## config.mk

```make
export PLATFORM = sky130hd
export DESIGN_NAME = loop_bank_mixer
export DESIGN_NICKNAME = d
export VERILOG_FILES = /design/src/rtl/looper_mix_pkg.sv /design/src/rtl/loop_mix_mac.sv /design/src/rtl/loop_bank_mixer.sv
export SDC_FILE = /design/constraint.sdc
export NUM_CORES = 2
export LEC_CHECK = 0
export CAP_MARGIN = 20
export CELL_PAD_IN_SITES_DETAIL_PLACEMENT = 0
export CELL_PAD_IN_SITES_GLOBAL_PLACEMENT = 1
export CORE_MARGIN = 10
export CORE_UTILIZATION = 51
export CTS_BUF_LIST = sky130_fd_sc_hd__clkbuf_2
export DETAILED_ROUTE_END_ITERATION = 6
export PLACE_DENSITY_LB_ADDON = 0.1
export RECOVER_POWER = 50
export SETUP_SLACK_MARGIN = 0.2
export SLEW_MARGIN = 20
export SYNTH_ARGS = -nofsm -noshare
export SYNTH_HDL_FRONTEND = slang
export SYNTH_SLANG_ARGS = --single-unit
```

## constraint.sdc

```tcl
create_clock -name clk_100MHz -period 7.1 [get_ports clk_100MHz]
set_input_delay 1.42 -clock clk_100MHz [delete_from_list [all_inputs] [get_ports clk_100MHz]]
set_output_delay 1.42 -clock clk_100MHz [all_outputs]
set_load 0.05 [all_outputs]
```

## src/rtl/looper_mix_pkg.sv

```systemverilog
// Shared types and helpers for the loop-bank mixer: FSM states, saturation
// result struct, gain/width helpers. Supports accumulators up to 64 bits.
package looper_mix_pkg;

  localparam int ACC_MAX_W = 64;

  typedef enum logic [1:0] {IDLE, ACCUM, DRAIN, COMMIT} mix_state_e;

  typedef struct packed {
    logic                        clip;
    logic signed [ACC_MAX_W-1:0] value;
  } sat_t;

  function automatic int clog2(input int n);
    int r;
    r = 0;
    while ((1 << r) < n) r++;
    return r;
  endfunction

  // Gain word meaning 1.0 for a Q1.(gain_w-1) gain.
  function automatic int gain_unity(input int gain_w);
    return 1 << (gain_w - 1);
  endfunction

  // Drop the gain fraction bits, then clamp to a signed sample_w range.
  function automatic sat_t sat_shift(input logic signed [ACC_MAX_W-1:0] acc,
                                     input int shift, input int sample_w);
    logic signed [ACC_MAX_W-1:0] shifted;
    logic signed [ACC_MAX_W-1:0] hi;
    logic signed [ACC_MAX_W-1:0] lo;
    sat_t r;
    shifted = acc >>> shift;
    hi = '0;
    hi[sample_w-1] = 1'b1;
    hi = hi - ACC_MAX_W'(1);
    lo = ~hi;
    r.clip  = 1'b0;
    r.value = shifted;
    if (shifted > hi) begin
      r.clip  = 1'b1;
      r.value = hi;
    end else if (shifted < lo) begin
      r.clip  = 1'b1;
      r.value = lo;
    end
    return r;
  endfunction

endpackage

```

## src/rtl/loop_mix_mac.sv

```systemverilog
// One signed multiply-accumulate lane: stage 1 multiplies (word and/or seed),
// stage 2 adds into the accumulator. A clear replaces the sum with the seed.
module loop_mix_mac
  import looper_mix_pkg::*;
#(
  parameter int SAMPLE_W = 24,
  parameter int GAIN_W   = 8,
  parameter int ACC_W    = 37
) (
  input  logic                       clk_100MHz,
  input  logic                       rstn,
  input  logic                       clear,
  input  logic signed [SAMPLE_W-1:0] seed,
  input  logic        [GAIN_W-1:0]   seed_gain,
  input  logic                       in_valid,
  input  logic signed [SAMPLE_W-1:0] sample,
  input  logic        [GAIN_W-1:0]   gain,
  output logic signed [ACC_W-1:0]    acc,
  output logic                       busy
);

  localparam int PROD_W = SAMPLE_W + GAIN_W;

  logic signed [PROD_W-1:0] word_prod;
  logic signed [PROD_W-1:0] seed_prod;
  logic signed [PROD_W:0]   sum_d;
  logic signed [PROD_W:0]   sum_q;
  logic                     valid_q;
  logic                     clear_q;

  // Gains are unsigned; a zero MSB keeps them positive in the signed multiply.
  assign word_prod = PROD_W'(sample) * PROD_W'(signed'({1'b0, gain}));
  assign seed_prod = PROD_W'(seed) * PROD_W'(signed'({1'b0, seed_gain}));
  assign sum_d     = (in_valid ? (PROD_W+1)'(word_prod) : '0)
                   + (clear    ? (PROD_W+1)'(seed_prod) : '0);
  assign busy      = valid_q;

  // NOTE: every state register here uses <= so all stages sample the same
  // pre-edge values; blocking assignments would collapse the pipeline.
  always_ff @(posedge clk_100MHz or negedge rstn) begin
    if (!rstn) begin
      sum_q   <= '0;
      valid_q <= 1'b0;
      clear_q <= 1'b0;
      acc     <= '0;
    end else begin
      sum_q   <= sum_d;
      valid_q <= in_valid | clear;
      clear_q <= clear;
      if (clear_q) acc <= ACC_W'(sum_q);
      else if (clear) acc <= '0;
      else if (valid_q) acc <= acc + ACC_W'(sum_q);
    end
  end

endmodule

```

## src/rtl/loop_bank_mixer.sv

```systemverilog
// Per-frame stereo mixer of NUM_BANKS loop banks plus a live aux input.
// Optional peak meters are built when LOOP_MIX_PEAK_EN is defined.
module loop_bank_mixer
  import looper_mix_pkg::*;
#(
  parameter int NUM_BANKS = 16,
  parameter int BANK_W    = 4,
  parameter int SAMPLE_W  = 24,
  parameter int WORD_W    = 64,
  parameter int GAIN_W    = 8
) (
  input  logic                        clk_100MHz,
  input  logic                        rstn,
  input  logic                        frame_start,
  input  logic [NUM_BANKS-1:0]        playing,
  input  logic [NUM_BANKS*GAIN_W-1:0] bank_gain,
  input  logic [GAIN_W-1:0]           aux_gain,
  input  logic signed [SAMPLE_W-1:0]  aux_l,
  input  logic signed [SAMPLE_W-1:0]  aux_r,
  input  logic                        data_valid,
  input  logic [BANK_W-1:0]           mem_bank,
  input  logic [WORD_W-1:0]           mem_word,
  input  logic                        mix_data,
  output logic signed [SAMPLE_W-1:0]  mix_l,
  output logic signed [SAMPLE_W-1:0]  mix_r,
  output logic                        mix_valid,
  output logic [1:0]                  clip,
  output logic                        dup_err
`ifdef LOOP_MIX_PEAK_EN
  ,
  output logic [SAMPLE_W-2:0]         peak_l,
  output logic [SAMPLE_W-2:0]         peak_r
`endif
);

  localparam int ACC_W  = SAMPLE_W + GAIN_W + clog2(NUM_BANKS + 1);
  localparam int MASK_W = 1 << BANK_W;

  mix_state_e           state_q, state_d;
  logic                 drain_q, drain_d;
  logic [NUM_BANKS-1:0] playing_q;
  logic [NUM_BANKS-1:0] seen_q, seen_d;
  logic                 started_q;
  logic [MASK_W-1:0]    mask_ext, seen_ext;
  logic                 open_frame, accept, reject, commit, busy_l, busy_r;
  logic [GAIN_W-1:0]    gain_sel;
  logic signed [ACC_W-1:0] acc_l, acc_r;
  sat_t                 sat_l, sat_r;
  logic                 unused_sat;

  // A frame_start in the same cycle wins: the word is judged against the new
  // mask with an empty seen set.
  always_comb begin
    // NOTE: defaults first so every path assigns every variable; otherwise
    // synthesis infers latches.
    mask_ext                = '0;
    seen_ext                = '0;
    mask_ext[NUM_BANKS-1:0] = frame_start ? playing : playing_q;
    seen_ext[NUM_BANKS-1:0] = frame_start ? '0 : seen_q;
    open_frame = frame_start || (state_q == ACCUM);
    accept     = data_valid && open_frame && mask_ext[mem_bank] && !seen_ext[mem_bank];
    reject     = data_valid && !accept && (open_frame || started_q);
    gain_sel   = '0;
    seen_d     = seen_ext[NUM_BANKS-1:0];
    for (int k = 0; k < NUM_BANKS; k++) begin
      if (mem_bank == BANK_W'(k)) gain_sel = bank_gain[k*GAIN_W +: GAIN_W];
      if (accept && mem_bank == BANK_W'(k)) seen_d[k] = 1'b1;
    end
  end

  always_comb begin
    state_d = state_q;
    drain_d = 1'b0;
    if (frame_start) begin
      state_d = ACCUM;
    end else begin
      case (state_q)
        ACCUM:   if (mix_data) state_d = DRAIN;
        DRAIN: begin
          drain_d = 1'b1;
          if (drain_q && !busy_l && !busy_r) state_d = COMMIT;
        end
        COMMIT:  state_d = IDLE;
        default: state_d = IDLE;
      endcase
    end
  end

  assign commit = (state_q == COMMIT) && !frame_start;

  always_ff @(posedge clk_100MHz or negedge rstn) begin
    if (!rstn) begin
      state_q   <= IDLE;
      drain_q   <= 1'b0;
      playing_q <= '0;
      seen_q    <= '0;
      started_q <= 1'b0;
    end else begin
      state_q <= state_d;
      drain_q <= drain_d;
      seen_q  <= seen_d;
      if (frame_start) begin
        playing_q <= playing;
        started_q <= 1'b1;
      end
    end
  end

  loop_mix_mac #(.SAMPLE_W(SAMPLE_W), .GAIN_W(GAIN_W), .ACC_W(ACC_W)) u_mac_l (
    .clk_100MHz(clk_100MHz), .rstn(rstn), .clear(frame_start),
    .seed(aux_l), .seed_gain(aux_gain), .in_valid(accept),
    .sample(mem_word[2*SAMPLE_W-1:SAMPLE_W]), .gain(gain_sel),
    .acc(acc_l), .busy(busy_l)
  );

  loop_mix_mac #(.SAMPLE_W(SAMPLE_W), .GAIN_W(GAIN_W), .ACC_W(ACC_W)) u_mac_r (
    .clk_100MHz(clk_100MHz), .rstn(rstn), .clear(frame_start),
    .seed(aux_r), .seed_gain(aux_gain), .in_valid(accept),
    .sample(mem_word[SAMPLE_W-1:0]), .gain(gain_sel),
    .acc(acc_r), .busy(busy_r)
  );

  assign sat_l      = sat_shift(ACC_MAX_W'(acc_l), GAIN_W - 1, SAMPLE_W);
  assign sat_r      = sat_shift(ACC_MAX_W'(acc_r), GAIN_W - 1, SAMPLE_W);
  assign unused_sat = ^{sat_l.value[ACC_MAX_W-1:SAMPLE_W], sat_r.value[ACC_MAX_W-1:SAMPLE_W]};

  generate
    if (WORD_W > 2 * SAMPLE_W) begin : g_word_pad
      logic unused_word;
      assign unused_word = ^mem_word[WORD_W-1:2*SAMPLE_W];
    end
  endgenerate

`ifdef LOOP_MIX_PEAK_EN
  // Magnitude on SAMPLE_W-1 bits; the most negative sample reads as full scale.
  function automatic logic [SAMPLE_W-2:0] mag(input logic signed [SAMPLE_W-1:0] v);
    logic signed [SAMPLE_W-1:0] n;
    n = -v;
    if (!v[SAMPLE_W-1]) return v[SAMPLE_W-2:0];
    if (n[SAMPLE_W-1]) return '1;
    return n[SAMPLE_W-2:0];
  endfunction

  logic [SAMPLE_W-2:0] new_l, new_r, decay_l, decay_r;
  assign new_l   = mag(sat_l.value[SAMPLE_W-1:0]);
  assign new_r   = mag(sat_r.value[SAMPLE_W-1:0]);
  assign decay_l = peak_l - (peak_l >> 6);
  assign decay_r = peak_r - (peak_r >> 6);
`endif

  always_ff @(posedge clk_100MHz or negedge rstn) begin
    if (!rstn) begin
      mix_l     <= '0;
      mix_r     <= '0;
      mix_valid <= 1'b0;
      clip      <= '0;
      dup_err   <= 1'b0;
`ifdef LOOP_MIX_PEAK_EN
      peak_l    <= '0;
      peak_r    <= '0;
`endif
    end else begin
      mix_valid <= commit;
      dup_err   <= frame_start ? reject : (dup_err | reject);
      if (commit) begin
        mix_l <= sat_l.value[SAMPLE_W-1:0];
        mix_r <= sat_r.value[SAMPLE_W-1:0];
        clip  <= {sat_l.clip, sat_r.clip};
`ifdef LOOP_MIX_PEAK_EN
        peak_l <= (new_l > decay_l) ? new_l : decay_l;
        peak_r <= (new_r > decay_r) ? new_r : decay_r;
`endif
      end
    end
  end

endmodule

```

# Yosys cells after proc, flatten, opt, wreduce, memory -nomap -nowiden
# Index checks and enable logic that the tools add are counted.
[totals]
register_bits = 230
out_inout_bits = 52
elab_cells = 143
[classes]
n_addsub = 4
mul = 4
magnitude_cmp = 5
eq_ne = 20
mux = 59
bitwise_logic = 2
n_reduce_logical = 33
[op_table]
columns = ["op", "n"]
rows = [
  ["$mux W65", 4],
  ["$mux W37", 6],
  ["$mux W33", 4],
  ["$mul A24 B9 Y32", 4],
  ["$mux W8", 16],
  ["$add A37 B33 Y37", 2],
  ["$add A33 B33 Y33", 2],
  ["$gt A30 B24 Y1 const B", 2],
  ["$lt A30 B24 Y1 const B", 2],
  ["$eq A4 B4 Y1 const B", 8],
  ["$mux W16", 2],
  ["$logic_and A1 B1 Y1", 24],
  ["$mux W1", 21],
  ["$eq A4 B3 Y1 const B", 4],
  ["$bmux W1 S4", 2],
  ["$eq A4 B2 Y1 const B", 2],
  ["$mux W2", 3],
  ["$ne A3 B3 Y1 const B", 2],
  ["$lt A4 B5 Y1 const B", 1],
  ["$eq A2 B2 Y1 const B", 2],
  ["$eq A4 B1 Y1 const B", 1],
  ["$logic_not A1 Y1", 4],
  ["$logic_not A4 Y1", 1],
  ["$pmux W2 S2", 1],
  ["5 further kinds", 7],
]

# Longest topological paths before layout
[depth]
ltp_word = 20
depth_mapped = 41

# By module
# Synthesis repeated with hierarchy kept, for this count alone.
[hier_totals]
cells_unflattened = 5106
hier_area_um2 = 43879.6
[by_module_without_submodules]
columns = ["mod", "n_inst", "cells_per_inst", "area_per_inst_um2", "seq_area_each_um2"]
rows = [
  ["loop_mix_mac at u_mac_r", 1, 2278, 19292.3, 1801.7],
  ["loop_mix_mac at u_mac_l", 1, 2270, 19287.2, 1801.7],
  ["loop_bank_mixer", 1, 558, 5300.1, 2202.1],
]

# Worst setup path after synthesis
# Ideal clock, no wire load.
[synth_path]
path_kind = "input port to flip-flop"
startpoint = "in mem_bank[1]"
endpoint = "reg u_mac_r.sum_q[28]"
setup_time_ns = 0.087
arrival_time_ns = 9.511
required_ns = 7.013
slack_ns = -2.498
stages = 37
path_cell_list = "clkbuf_1 buf_2 buf_1 a22oi_1 a21oi_1 a31oi_1 o211ai_1 o21ai_0 a31oi_1 clkbuf_1 clkbuf_1 nand2_1 fa_1 inv_1 fa_1 inv_1 fa_1 fa_1 inv_1 ha_1 o21a_1 a2111oi_2 o31ai_1 a41o_1 o41a_1 a21oi_2 xor2_1 nor2_1 ha_1 a211o_1 a21oi_1 o21ai_0 nand2_1 a21bo_2 a221o_1 a2111o_1 o211ai_1"
[synth_between]
elab_chain_len = 20
word_cells_on_any_way = 42
cone_classes = "1 x add/sub; 1 x mul; 15 x eq/ne; 21 x mux; 4 x reduce/logical"
[synth_rtl]
columns = ["element", "line", "source"]
rows = [
  ["start: declaration", "loop_bank_mixer.sv:21", "input logic [BANK_W-1:0] mem_bank,"],
  ["$logic_not A4 Y1", "loop_bank_mixer.sv:66", "if (mem_bank == BANK_W'(k)) gain_sel = bank_gain[k*GAIN_W +: GAIN_W];"],
  ["$mux W8 (16 in series)", "loop_bank_mixer.sv:66", ""],
  ["$mul A24 B9 Y32", "loop_mix_mac.sv:32", "assign word_prod = PROD_W'(sample) * PROD_W'(signed'({1'b0, gain}));"],
  ["$mux W33 *", "loop_mix_mac.sv:34", "assign sum_d = (in_valid ? (PROD_W+1)'(word_prod) : '0)"],
  ["$add A33 B33 Y33 *", "loop_mix_mac.sv:35", "+ (clear ? (PROD_W+1)'(seed_prod) : '0);"],
  ["via u_mac_r.sum_d[28]", "loop_mix_mac.sv:26", "logic signed [PROD_W:0] sum_d;"],
  ["end signal: assignment", "loop_mix_mac.sv:47", "sum_q <= sum_d;"],
  ["end: declaration", "loop_mix_mac.sv:27", "logic signed [PROD_W:0] sum_q;"],
]
# The timed path passes the listed nets; every way through them passes the cells marked *. The select of a mux whose other input is x is not followed.
# A chain may end at the register's enable or synchronous reset.

# Worst setup path after layout
[layout_path]
startpoint = "in bank_gain[37]"
endpoint = "reg u_mac_l.sum_q[32]"
[layout_between]
elab_chain_len = 15
[layout_rtl]
columns = ["element", "line", "source"]
rows = [
  ["start: declaration", "loop_bank_mixer.sv:16", "input logic [NUM_BANKS*GAIN_W-1:0] bank_gain,"],
  ["$mux W8 (12 in series)", "loop_bank_mixer.sv:66", ""],
  ["$mul A24 B9 Y32", "loop_mix_mac.sv:32", ""],
  ["$mux W33", "loop_mix_mac.sv:34", ""],
  ["$add A33 B33 Y33", "loop_mix_mac.sv:35", ""],
  ["via u_mac_l.sum_d[32]", "loop_mix_mac.sv:26", ""],
  ["end signal: assignment", "loop_mix_mac.sv:47", ""],
  ["end: declaration", "loop_mix_mac.sv:27", ""],
]
# The timed path passes the listed nets, and every way through them passes these cells.

==> impl_table.tex <==
\begin{tabular}{lr}
\hline
Metric & Value \\
\hline
\multicolumn{2}{l}{\textbf{STA}} \\
\quad Period Utilization, post-route & 1.157 \\
\quad Relative max-transition margin & -2.222 \\
\quad Setup Viol. Count Final & 41 \\
\quad Sum of negative setup slack & -27510 ps \\
\quad Unrepaired setup endpoints after global routing & yes \\
\quad Measured slew at the worst slew-check pin & 4833 ps \\
\quad Highest attainable clock frequency & 121.8 MHz \\
\quad Skew final & 107.9 ps \\
\quad Max Slew Vio Count & 301 \\
\quad Number of endpoints with negative hold slack in the final report & 0 \\
\quad Minimum clock period & 8211 ps \\
\quad Post-route worst setup slack & -1111 ps \\
\multicolumn{2}{l}{\textbf{Clocking}} \\
\quad Clock edge transition at the registers on the reported setup and hold paths & 100 ps \\
\quad Depth of the CTS H-tree & 2 \\
\quad Clock latency on the worst-skew pair & 1060 ps \\
\quad Maximum root-to-sink buffer count & 3 \\
\quad CTS tree & yes \\
\quad Clock root buffer & sky130\_fd\_sc\_hd\_\_clkbuf\_2 \\
\quad Clock tree sinks & 230 \\
\quad CTS buffer count & 61 \\
\multicolumn{2}{l}{\textbf{Hold path}} \\
\quad Worst min path class & reg -> reg \\
\quad Worst hold path stage count & 1 \\
\multicolumn{2}{l}{\textbf{Route}} \\
\quad Remaining routing DRC violations & 0 \\
\quad Count of routing violations after the opening detailed-route iteration & 2178 \\
\quad Overall routed net length & 126800 um \\
\quad Detailed Routing Iterations Pass 1 & 5 \\
\quad Via-per-instance ratio & 5.285 \\
\quad Via total after detailed routing & 38314 \\
\quad Antenna-violating nets left & 0 \\
\quad Avg WL per Cell & 17.49 um \\
\multicolumn{2}{l}{\textbf{Setup path}} \\
\quad Sort of element at the end of the critical path & register \\
\quad Crit path max fanout & 6 \\
\quad Class of the most critical setup path & in -> reg \\
\quad Arrival time at the worst endpoint & 9200 ps \\
\quad Startpoint type of the worst setup path & input port \\
\quad Highest cell delay on the worst timing path & 550 ps \\
\quad Reg2reg path depth & 22 \\
\quad Slowest library cell on the worst path & sky130\_fd\_sc\_hd\_\_fa\_1 \\
\quad Data required time at the worst endpoint & 8090 ps \\
\quad Most repeated library cell on the critical path & sky130\_fd\_sc\_hd\_\_buf\_4 \\
\multicolumn{2}{l}{\textbf{Synth}} \\
\quad Number of instances in the synthesized netlist & 5024 \\
\quad Number of flops mapped to enable cells by yosys & 0 \\
\quad Post-Synth XOR/XNOR Area & 0.04403 \\
\quad Unique cell type count in the Yosys netlist & 85 \\
\quad Mux share of post-synthesis cell area & 0.01869 \\
\quad Adder-cell share of the synthesized area & 0.3936 \\
\quad Largest family of logic cells by synthesized area & adder cells \\
\quad Simple-Gate Fraction of Synth Area & 0.1810 \\
\quad Most frequently used flop master after synthesis & sky130\_fd\_sc\_hd\_\_dfrtp\_1 \\
\quad Async set-reset flop share out of synthesis & 1.000 \\
\quad Yosys warns & 0 \\
\quad Number of synthesized register bits & 230 \\
\quad Synth Area per Inst & 8.513 um\^{}2 \\
\quad Area fraction in compound gates after synthesis & 0.1388 \\
\quad Cell area after synthesis & 42770 um\^{}2 \\
\quad Fraction of the yosys area taken by sequential cells & 0.1346 \\
\quad Net Count, Synth & 6285 \\
\multicolumn{2}{l}{\textbf{GRT}} \\
\quad Largest net degree at the start of global routing & 139 \\
\quad Gr usage total & 0.2653 \\
\quad M1 GR Usage & 0.3475 \\
\quad Met3 demand-to-capacity share in global routing & 0.02434 \\
\quad Via count of the first global-routing pass & 40162 \\
\quad GRT Residual Overflow & 0 \\
\quad Antenna violations before repair & 4 \\
\quad Global-route wire length before repair & 206400 um \\
\quad GRT Max-Usage Layer & met2 \\
\quad GR Util met2 & 0.4680 \\
\multicolumn{2}{l}{\textbf{Floorplan}} \\
\quad Count of standard-cell rows & 106 \\
\quad Core area & 83420 um\^{}2 \\
\quad I/O pin count & 325 \\
\quad Area of the die & 95850 um\^{}2 \\
\quad Die Height & 309.6 um \\
\quad Initial standard-cell utilization of the core & 0.5127 \\
\quad Die X & 309.6 um \\
\multicolumn{2}{l}{\textbf{Place}} \\
\quad Last weighted congestion value of the routability-driven placer & 0.9127 \\
\quad Count of input and output buffers & 308 \\
\quad Post-Place Cells & 7007 \\
\quad Post-detailed-placement half-perimeter wirelength & 102700 um \\
\multicolumn{2}{l}{\textbf{Finish}} \\
\quad Non-filler cells in the finished layout & 7250 \\
\quad Proportion of layout cells with a drive suffix above 1 & 0.2269 \\
\quad Area growth from synthesis to layout & 32.74\% \\
\quad Most used cells in the layout excluding fill and tap cells & sky130\_fd\_sc\_hd\_\_inv\_1 (807), sky130\_fd\_sc\_hd\_\_buf\_4 (800), sky130\_fd\_sc\_hd\_\_fa\_1 (581) \\
\quad Most common cell after layout, fill and taps aside & sky130\_fd\_sc\_hd\_\_inv\_1 \\
\quad Net total in the final layout & 7383 \\
\multicolumn{2}{l}{\textbf{Run status}} \\
\quad Status & complete, but fails checks \\
\quad Violated checks & max-capacitance violations, max-slew violations, negative setup slack \\
\multicolumn{2}{l}{\textbf{Power}} \\
\quad Int Power & 15.85 mW \\
\quad Switching portion of total power & 0.4866 \\
\quad Power per unit of standard cell area & 543.6 nW/um\^{}2 \\
\quad Logic gate share of total power & 0.895 \\
\quad Worst voltage drop across the vdd grid & 0.5101 mV \\
\quad Relative contribution of sequential cells to total power & 0.075 \\
\quad Power spent charging and discharging nets & 15.02 mW \\
\quad Leakage power & 29.29 nW \\
\quad Clock Power Share & 0.030 \\
\multicolumn{2}{l}{\textbf{Job}} \\
\quad \# Max-Cap Violations & 4 \\
\hline
\end{tabular}
layer usage:
layer,part of all wire,routed length (um)
met3,0.045,5651
met1,0.43,54550
met4,0.025,3126
met2,0.50,63450
met5,0,0
state kept, by name, summed over array words and instances (netlist names):
| name | cells |
|---|---|
| clip | 2 |
| drain_q | 1 |
| dup_err | 1 |
| mix_l | 24 |
| mix_r | 24 |
| mix_valid | 1 |
| playing_q | 16 |
| seen_q | 16 |
| started_q | 1 |
| state_q | 2 |
| u_mac_l.acc | 37 |
| u_mac_l.busy | 1 |
| u_mac_l.sum_q | 33 |
| u_mac_r.acc | 37 |
| u_mac_r.clear_q | 1 |
| u_mac_r.sum_q | 33 |
cell type report:
class	instances	area, um^2
Multi-Input combinational cell	3784	35470
Fill cell	6878	26650
Inverter	837	3157
Timing Repair Buffer	1208	10510
Sequential cell	230	5758
Clock buffer	86	430.4
Clock inverter	21	86.33
Tap cell	1080	1351
Antenna cell	4	10.01
worst paths after layout:
kind,from,slack (ps),to
max,bank_gain[37],-1110,u_mac_l.sum_q[32]$_DFF_PN0_
min,started_q$_DFFE_PN0P_,480,started_q$_DFFE_PN0P_
max reg2reg,playing_q[13]$_DFF_PN0_,1970,u_mac_r.sum_q[31]$_DFF_PN0_
min reg2reg,started_q$_DFFE_PN0P_,480,started_q$_DFFE_PN0P_
max in group asynchronous,rstn,760,u_mac_l.busy$_DFF_PN0_
min in group asynchronous,rstn,2180,u_mac_l.acc[32]$_DFFE_PN0P_
metrics by stage:
stage | power, mW | util | cell area [um^2] | setup slack (ps) | hold slack, ps
3_3_place_gp | 26.33 | 0.6361 | 53070 | -2529 | 443.2
4_1_cts | 29.56 | 0.6675 | 55690 | -864.6 | 362.9
2_1_floorplan | 16.43 | - | 43390 | -1540 | 427.2
5_1_grt | 33.79 | 0.6806 | 56770 | -1283 | 510.4
6_report | 30.86 | 0.6806 | 56770 | -1111 | 481.7
3_5_place_dp | 26.65 | 0.6361 | 53070 | -2616 | 448.1
critical path: cells and delay by family:
kind | cells | cell delay [ps]
buffers and inverters | 10 | 1480
XOR/XNOR | 1 | 190
AO/OA/AOI/OAI | 13 | 2350
AND/OR/NAND/NOR | 9 | 1060
multiplexers | 1 | 100
adder cells (fa/ha/maj) | 6 | 2590
kinds of logic (layout without fill, tap and decap cells):
kind of cell    Yosys count  count (layout)
simple gates           1574            1574
fa+ha+maj               988             988
other cells               0               4
compound gates          936             940
xor+xnor                215             215
mux                      67              67
flops                   230             230
buf+inv                1014            2152
power groups by stage:
stage | registers (mW) | logic [mW] | clock network, mW
final | 2.32 | 27.6 | 0.913
after global routing | 2.37 | 30.4 | 1.01
after CTS | 2.31 | 26.3 | 0.946
after detailed placement | 2.34 | 24.3 | 0
after global placement | 2.33 | 24.0 | 0
after floorplan | 2.58 | 13.8 | 0
Yosys cell counts, drive strengths merged, types with 98 or more instances:
master  number  share of area
inv        836          0.073
ha         392           0.11
o21ai      285          0.033
a21oi      248          0.029
xnor2      139          0.028
nand2      559          0.049
fa         596           0.28
nor2       271          0.024
dfrtp      230           0.13
and2       491          0.072
a21o        98          0.017
clkbuf     151          0.013
what timing repair did:
action / 4_1_cts / 5_1_grt
pin swaps: 191 / 111
hold buffers: 0 / 0
gates cloned: 10 / 2
setup endpoints to repair: 44 / 44
resized for setup: 282 / 160
setup buffers: 73 / 47
No activity file was read; power rests on OpenSTA's default activity.
